`config.mk`:
```
export PLATFORM = sky130hd
export DESIGN_NAME = hazard_fwd_ctrl
export DESIGN_NICKNAME = d
export VERILOG_FILES = /design/src/rtl/hazard_fwd_ctrl.sv
export SDC_FILE = /design/constraint.sdc
export NUM_CORES = 1
export LEC_CHECK = 0
export CAP_MARGIN = 20
export CORE_MARGIN = 2
export CORE_UTILIZATION = 48
export CTS_BUF_LIST = sky130_fd_sc_hd__clkbuf_8
export CTS_CLUSTER_SIZE = 16
export DETAILED_ROUTE_END_ITERATION = 10
export PLACE_DENSITY = 0.82
export SYNTH_ARGS = -nofsm -noshare
export SYNTH_HDL_FRONTEND = slang
export SYNTH_SLANG_ARGS = --single-unit
export TNS_END_PERCENT = 20
```
`constraint.sdc`:
```
create_clock -name clk_i -period 3.62 [get_ports clk_i]
set_input_delay 0.724 -clock clk_i [delete_from_list [all_inputs] [get_ports clk_i]]
set_output_delay 0.724 -clock clk_i [all_outputs]
set_load 0.01 [all_outputs]
```
`src/rtl/hazard_fwd_ctrl.sv`:
```
// Hazard/forwarding controller for a 5-stage RV32I pipeline.
// Define HAZARD_FORWARD_EN for EX-stage forwarding; otherwise every RAW dependence stalls.
module hazard_fwd_ctrl #(
  parameter int REG_AW = 5
) (
  input  logic              clk_i,
  input  logic              rst_ni,
  input  logic              ID_valid_i,
  input  logic [REG_AW-1:0] ID_rs1_addr_i,
  input  logic [REG_AW-1:0] ID_rs2_addr_i,
  input  logic              ID_rs1_used_i,
  input  logic              ID_rs2_used_i,
  input  logic [REG_AW-1:0] ID_rd_addr_i,
  input  logic              ID_rd_wren_i,
  input  logic              ID_mem_rden_i,
  input  logic              EX_br_taken_i,
  input  logic              freeze_i,
  output logic [1:0]        EX_forward_rs1_sel_o,
  output logic [1:0]        EX_forward_rs2_sel_o,
  output logic              pc_stall_o,
  output logic              IFID_stall_o,
  output logic              IFID_flush_o,
  output logic              IDEX_flush_o
);

  localparam logic [1:0] NO_FWD  = 2'b00;
  localparam logic [1:0] FWD_MEM = 2'b01;
  localparam logic [1:0] FWD_WB  = 2'b10;

  // The WB slot is not stored: the register file is write-before-read, so it never matters.
  logic              ex_valid_q, ex_wren_q, ex_load_q;
  logic [REG_AW-1:0] ex_rd_q;
  logic              mem_valid_q, mem_wren_q;
  logic [REG_AW-1:0] mem_rd_q;

  logic ex_writer, mem_writer;
  logic hit_ex_rs1, hit_ex_rs2, hit_mem_rs1, hit_mem_rs2;
  logic lu_raw, hazard, br;

  assign br         = EX_br_taken_i;
  assign ex_writer  = ex_valid_q && ex_wren_q && (ex_rd_q != '0);
  assign mem_writer = mem_valid_q && mem_wren_q && (mem_rd_q != '0);
  assign hit_ex_rs1  = ID_rs1_used_i && ex_writer  && (ex_rd_q  == ID_rs1_addr_i);
  assign hit_ex_rs2  = ID_rs2_used_i && ex_writer  && (ex_rd_q  == ID_rs2_addr_i);
  assign hit_mem_rs1 = ID_rs1_used_i && mem_writer && (mem_rd_q == ID_rs1_addr_i);
  assign hit_mem_rs2 = ID_rs2_used_i && mem_writer && (mem_rd_q == ID_rs2_addr_i);
  assign lu_raw = ID_valid_i && ex_load_q && (hit_ex_rs1 || hit_ex_rs2);

`ifdef HAZARD_FORWARD_EN
  typedef enum logic {RUN = 1'b0, LUSTALL = 1'b1} state_e;
  state_e     state_q, state_d;
  logic [1:0] rs1_sel_q, rs1_sel_d, rs2_sel_q, rs2_sel_d;

  always_ff @(posedge clk_i) begin
    if (!rst_ni) begin
      state_q <= RUN;
    end else begin
      state_q <= state_d;
    end
  end

  always_comb begin
    state_d = state_q;
    if (!freeze_i) begin
      case (state_q)
        RUN:     if (lu_raw && !br) state_d = LUSTALL;
        LUSTALL: state_d = RUN;
        default: state_d = RUN;
      endcase
    end
  end

  // In LUSTALL the EX slot is always a bubble, so masking lu there only makes that explicit.
  always_comb begin
    hazard = lu_raw && (state_q == RUN);
  end

  always_comb begin
    rs1_sel_d = NO_FWD;
    rs2_sel_d = NO_FWD;
    if (ID_valid_i && !br && !hazard) begin
      if (hit_ex_rs1)       rs1_sel_d = FWD_MEM;
      else if (hit_mem_rs1) rs1_sel_d = FWD_WB;
      if (hit_ex_rs2)       rs2_sel_d = FWD_MEM;
      else if (hit_mem_rs2) rs2_sel_d = FWD_WB;
    end
  end

  always_ff @(posedge clk_i) begin
    if (!rst_ni) begin
      rs1_sel_q <= NO_FWD;
      rs2_sel_q <= NO_FWD;
    end else if (!freeze_i) begin
      rs1_sel_q <= rs1_sel_d;
      rs2_sel_q <= rs2_sel_d;
    end
  end

  assign EX_forward_rs1_sel_o = rs1_sel_q;
  assign EX_forward_rs2_sel_o = rs2_sel_q;
`else
  // Without forwarding, hold the consumer in ID until its producer has left MEM.
  always_comb begin
    hazard = lu_raw ||
             (ID_valid_i && (hit_ex_rs1 || hit_ex_rs2 || hit_mem_rs1 || hit_mem_rs2));
  end

  assign EX_forward_rs1_sel_o = NO_FWD;
  assign EX_forward_rs2_sel_o = NO_FWD;
`endif

  assign pc_stall_o   = hazard && !br;
  assign IFID_stall_o = hazard && !br;
  assign IFID_flush_o = br;
  assign IDEX_flush_o = br || hazard;

  always_ff @(posedge clk_i) begin
    if (!rst_ni) begin
      ex_valid_q  <= 1'b0;
      ex_wren_q   <= 1'b0;
      ex_load_q   <= 1'b0;
      ex_rd_q     <= '0;
      mem_valid_q <= 1'b0;
      mem_wren_q  <= 1'b0;
      mem_rd_q    <= '0;
    end else if (!freeze_i) begin
      mem_valid_q <= ex_valid_q;
      mem_wren_q  <= ex_wren_q;
      mem_rd_q    <= ex_rd_q;
      ex_valid_q  <= ID_valid_i && !br && !hazard;
      ex_wren_q   <= ID_rd_wren_i;
      ex_load_q   <= ID_mem_rden_i;
      ex_rd_q     <= ID_rd_addr_i;
    end
  end

endmodule
```
-- Word level (Yosys, flattened, before mapping)
Index checks and enable logic that the tools add are counted.
- reductions and logical operators: 27
- equal/unequal tests: 4
- operator list (operator ; count):
    == test 5 bit ; 4
    logical AND 1 bit ; 18
    nonzero test 5 bit ; 2
    logical OR 1 bit ; 5
    logical NOT 1 bit ; 2
- input port bits: 24
- register bits: 15
- logic and storage cells: 38
- output and inout port bits: 8

-- Depth between registers and ports, before layout
Gate-level depths: netlist (run 1).
- word-level depth: 11
- mapped depth: 6
- depth with buffers taken out: 5

-- Worst setup path before layout (run 1)
Ideal clock, no wire load.
- kind: input port to output port
- start: input ID_rs2_addr_i[1]
- end: output pc_stall_o
- cell stages on the path: 6
- arrival: 1.747 ns
- path buffers: 1
- data required time: 2.896 ns
- path slack: 1.149 ns
- cell sequence: xnor2_1 > nand4_1 > o22ai_1 > a22oi_2 > nor3_1 > buf_4
- word-level cells in the longest chain between the ends: 8
- elaborated cells on any way between the ends: 11
- those cells by class: 2 x eq/ne; 9 x reduce/logical
- RTL lines (element ; RTL line ; RTL):
    start, declared ; 10 ; input logic [REG_AW-1:0] ID_rs2_addr_i,
    == test 5 bit ; 44 ; assign hit_ex_rs2 = ID_rs2_used_i && ex_writer && (ex_rd_q == ID_rs2_addr_i);
    logical AND 1 bit ; 44 ;
    logical OR 1 bit ; 47, 105 ;
    logical OR 1 bit (2 in a row) ; 105 ; (ID_valid_i && (hit_ex_rs1 || hit_ex_rs2 || hit_mem_rs1 || hit_mem_rs2));
    logical AND 1 bit ; 105 ;
    logical OR 1 bit (*) ; 104 ; hazard = lu_raw ||
    logical AND 1 bit (*) ; n/a ;
    end, declared ; 20 ; output logic pc_stall_o,
Mark *: on every way between the ends. The rest lies on a longest branch, timed or not.

-- Final worst setup path (run 1)
- start: input ID_rs2_addr_i[0]
- end: output IFID_stall_o
- word-level cells in the longest chain between the ends: 8
- elaborated cells on any way between the ends: 11
- those cells by class: 2 x eq/ne; 9 x reduce/logical
- RTL lines (element ; RTL line ; RTL):
    == test 5 bit ; 44 ;
    logical AND 1 bit ; 44 ;
    logical OR 1 bit ; 47, 105 ;
    logical OR 1 bit (2 in a row) ; 105 ;
    logical AND 1 bit ; 105 ;
    logical OR 1 bit (*) ; 104 ;
    logical AND 1 bit (*) ; 113 ; assign IFID_stall_o = hazard && !br;
    end, declared ; 21 ; output logic IFID_stall_o,
Marks and branches as above.

==> reports/results.ini, run 1 <==
[power_and_ir_drop]
total_power_mw = 0.405
clock_power_share_pct = 38.4
vdd_drop_max_v = 0.000299
p_comb_share_pct = 19.3
p_sw_share_pct = 24.2
pwr-share-seq_pct = 42.3
internal_power_mw = 0.307
power_per_cell_area_nw_per_um2 = 349
switchingPower_mw = 0.0978
p_leak_nw = 0.434

[finish]
drive_gt1_share_pct = 4.39
diodes = 0
synthToLayoutAreaGrowth_pct = 34.7
finalNonFillerCells = 139
stdcell_area_um2 = 1160
final_nets = 139

[global_route]
grt_pass1_wl_um = 3080
antenna_found_initial = 0
grt_start_max_net_pins = 16
track_usage_pct = 20.8
overflow = 0
grt_pass1_vias = 682

[yosys]
synth.distinct_cells = 19
synth_cells = 90
synth-edff-count = 0
synth_area_um2 = 862
ys_seq_area_share_pct = 32.5
synthTopCellsByArea = dfxtp_1 (33%), xnor2_1 (20%), mux2i_1 (15%)
synth_flop_cell = dfxtp_1
ys_ff_latch = 14
yosysTopAreaCell = dfxtp_1
synth_common_cells = xnor2_1 (20), dfxtp_1 (14), mux2i_1 (13), nor2b_1 (13), buf_4 (6)
synth_top_area_share_pct = 32.5
yosysMostFrequentCell = xnor2_1
synthArstFlopShare_pct = 0
syn_avg_cell_area_um2 = 9.58
ys_warn_count = 0

[timing]
timing.fmax_mhz = 296
period_share_pct = 93.4
max_slew_margin_pct = 43.9
fin_tns_setup_ns = 0
slew_violations = 0
worst_pin_slew_ns = 0.838
finalCriticalPeriod_ns = 3.38
rsz0062_at_grt = no
clock_skew_ns = 0.00425
hold_viol = 0
finalSetupViolations = 0

[clock_network]
cts_hold_buf = 0
ctsResizeCount = 0
clk_pin_slew_ns = 0.06
cts_tree = yes
clock-sinks = 14
clockBufferDepth = 2
post_cts_buffers = 0
insertion_delay_ns = 0.25
cts_root_buf = clkbuf_8
cts_max_level = 1
cts_made_buffers = 3

[run_status]
status = finished, final reports clean

[routing]
wl_per_cell_um = 13.4
route.detailed.drc = 0
vias = 702
drtAntennaViolNets = 0
via_per_inst = 5.05
totalWireLength_um = 1860
drtIter0Drc = 12
dr.pass1.iters = 4

[floorplan]
die_w_um = 46.4
die_y_um = 46.4
boundaryPins = 32
fp.coreArea_um2 = 1710
core.rowCount = 15
floorplan.initialDensity_pct = 50.5
design.die.area_um2 = 2150

[critical_path]
required_ns = 2.90
worst_ep_arrival_time_ns = 2.66
path_buf_inv = 2
slowest_delay_ns = 0.60
critPathLaunchType = input port
slowest_stage = clkdlybuf4s50_1
crit_family = buffers and inverters
worstPathMaxFanout = 3
end_kind = primary output
worstPathCellList = clkdlybuf4s50_1 > xnor2_1 > nand4_1 > o22ai_1 > a22oi_2 > nor3_1 > clkdlybuf4s50_1
cpMostUsedCell = clkdlybuf4s50_1
crit_type = input port to primary output

[placement]
portBuffers = 26
place_area_um2 = 1110
place_hpwl_um = 1430
gp_congestion = 0.744
placedCellCount = 135

[run]
maxCapViolCount = 0

[hold_path]
hold_class = flip-flop to flip-flop

power by group through the flow:
stage | Clock, mW | Sequential [mW] | Combinational, mW
3_3_place_gp | 0 | 0.174 | 0.0763
5_1_grt | 0.168 | 0.172 | 0.0855
3_5_place_dp | 0 | 0.175 | 0.0780
4_1_cts | 0.160 | 0.171 | 0.0783
2_1_floorplan | 0 | 0.171 | 0.0476
6_report | 0.156 | 0.171 | 0.0780
final timing paths:
| kind | start | endpoint | slack, ns | cells after the start |
|---|---|---|---|---|
| max | ID_rs2_addr_i[0] | IFID_stall_o | 0.24 | 7 |
| min | mem_valid_q$_SDFFE_PN0N_ | mem_valid_q$_SDFFE_PN0N_ | 0.53 | 2 |
| max reg2reg | ex_rd_q[4]$_SDFFE_PN0N_ | ex_valid_q$_SDFFE_PN0N_ | 2.10 | 4 |
| min reg2reg | mem_valid_q$_SDFFE_PN0N_ | mem_valid_q$_SDFFE_PN0N_ | 0.53 | 2 |
cell families after synthesis:
logic type	Yosys count	share of synthesized area, %
and+or+nand+nor	25	17.1
xor gates and xnor gates	20	20.3
DFF	14	32.5
muxes	13	15.1
buffers and inverters	10	7.26
AOI/OAI and AO/OA	7	7.26
other	1	0.435
flip-flops by register name, summed over array words and instances, names as in the netlist:
name,cells
ex_wren_q,1
mem_valid_q,1
mem_wren_q,1
mem_rd_q,5
ex_valid_q,1
ex_rd_q,5
layout by cell type, fill, tap and decap left out, drive strengths merged:
cell type,count
mux2i,13
inv,1
nor3,1
nor2b,13
o21bai,1
o22ai,2
a32o,1
xnor2,20
clkdlybuf4s50,26
dfxtp,14
clkbuf,4
nor4b,1
nand2,4
or3,2
o311a,2
a22oi,1
nand4,4
conb,4
worst register-to-register path: stages (launching register included):
cell	delay, ns
dfxtp_1	0.37
or3_1	0.39
o311a_1	0.31
a22oi_2	0.25
a32o_1	0.15
cell type report:
type,instances,area (µm²)
Fill cell,132,547
Multi-Input combinational cell,69,531
Sequential cell,14,280
Timing Repair Buffer,26,260
Clock buffer,4,55.1
Tap cell,25,31.3
Inverter,1,3.75
per-stage QoR:
stage	hold WS [ns]	utilization, %	setup slack [ns]
after floorplan	0.486	-	1.15
after global placement	0.505	64.8	0.325
after detailed placement	0.515	64.8	0.244
after CTS	0.530	68.0	0.234
after global routing	0.554	68.0	0.137
final	0.532	68.0	0.238
per-layer routing:
metal	wire length (µm)	track usage [%]
met4	14	7.43
met1	822	25.1
met5	0	0
met3	90	6.27
met2	932	34.4
Note: power is estimated with default switching activity, not from simulation.
==> run 2: changes to the inputs <==
--- a/config.mk
+++ b/config.mk
@@ -12,6 +12,8 @@
 export CTS_CLUSTER_SIZE = 16
 export DETAILED_ROUTE_END_ITERATION = 10
 export PLACE_DENSITY = 0.82
+export SKIP_LAST_GASP = 1
+export SLEW_MARGIN = 20
 export SYNTH_ARGS = -nofsm -noshare
 export SYNTH_HDL_FRONTEND = slang
 export SYNTH_SLANG_ARGS = --single-unit
==> results of run 2 <==
Same layout as run 1: the final DEF is identical, and so are final timing and power.
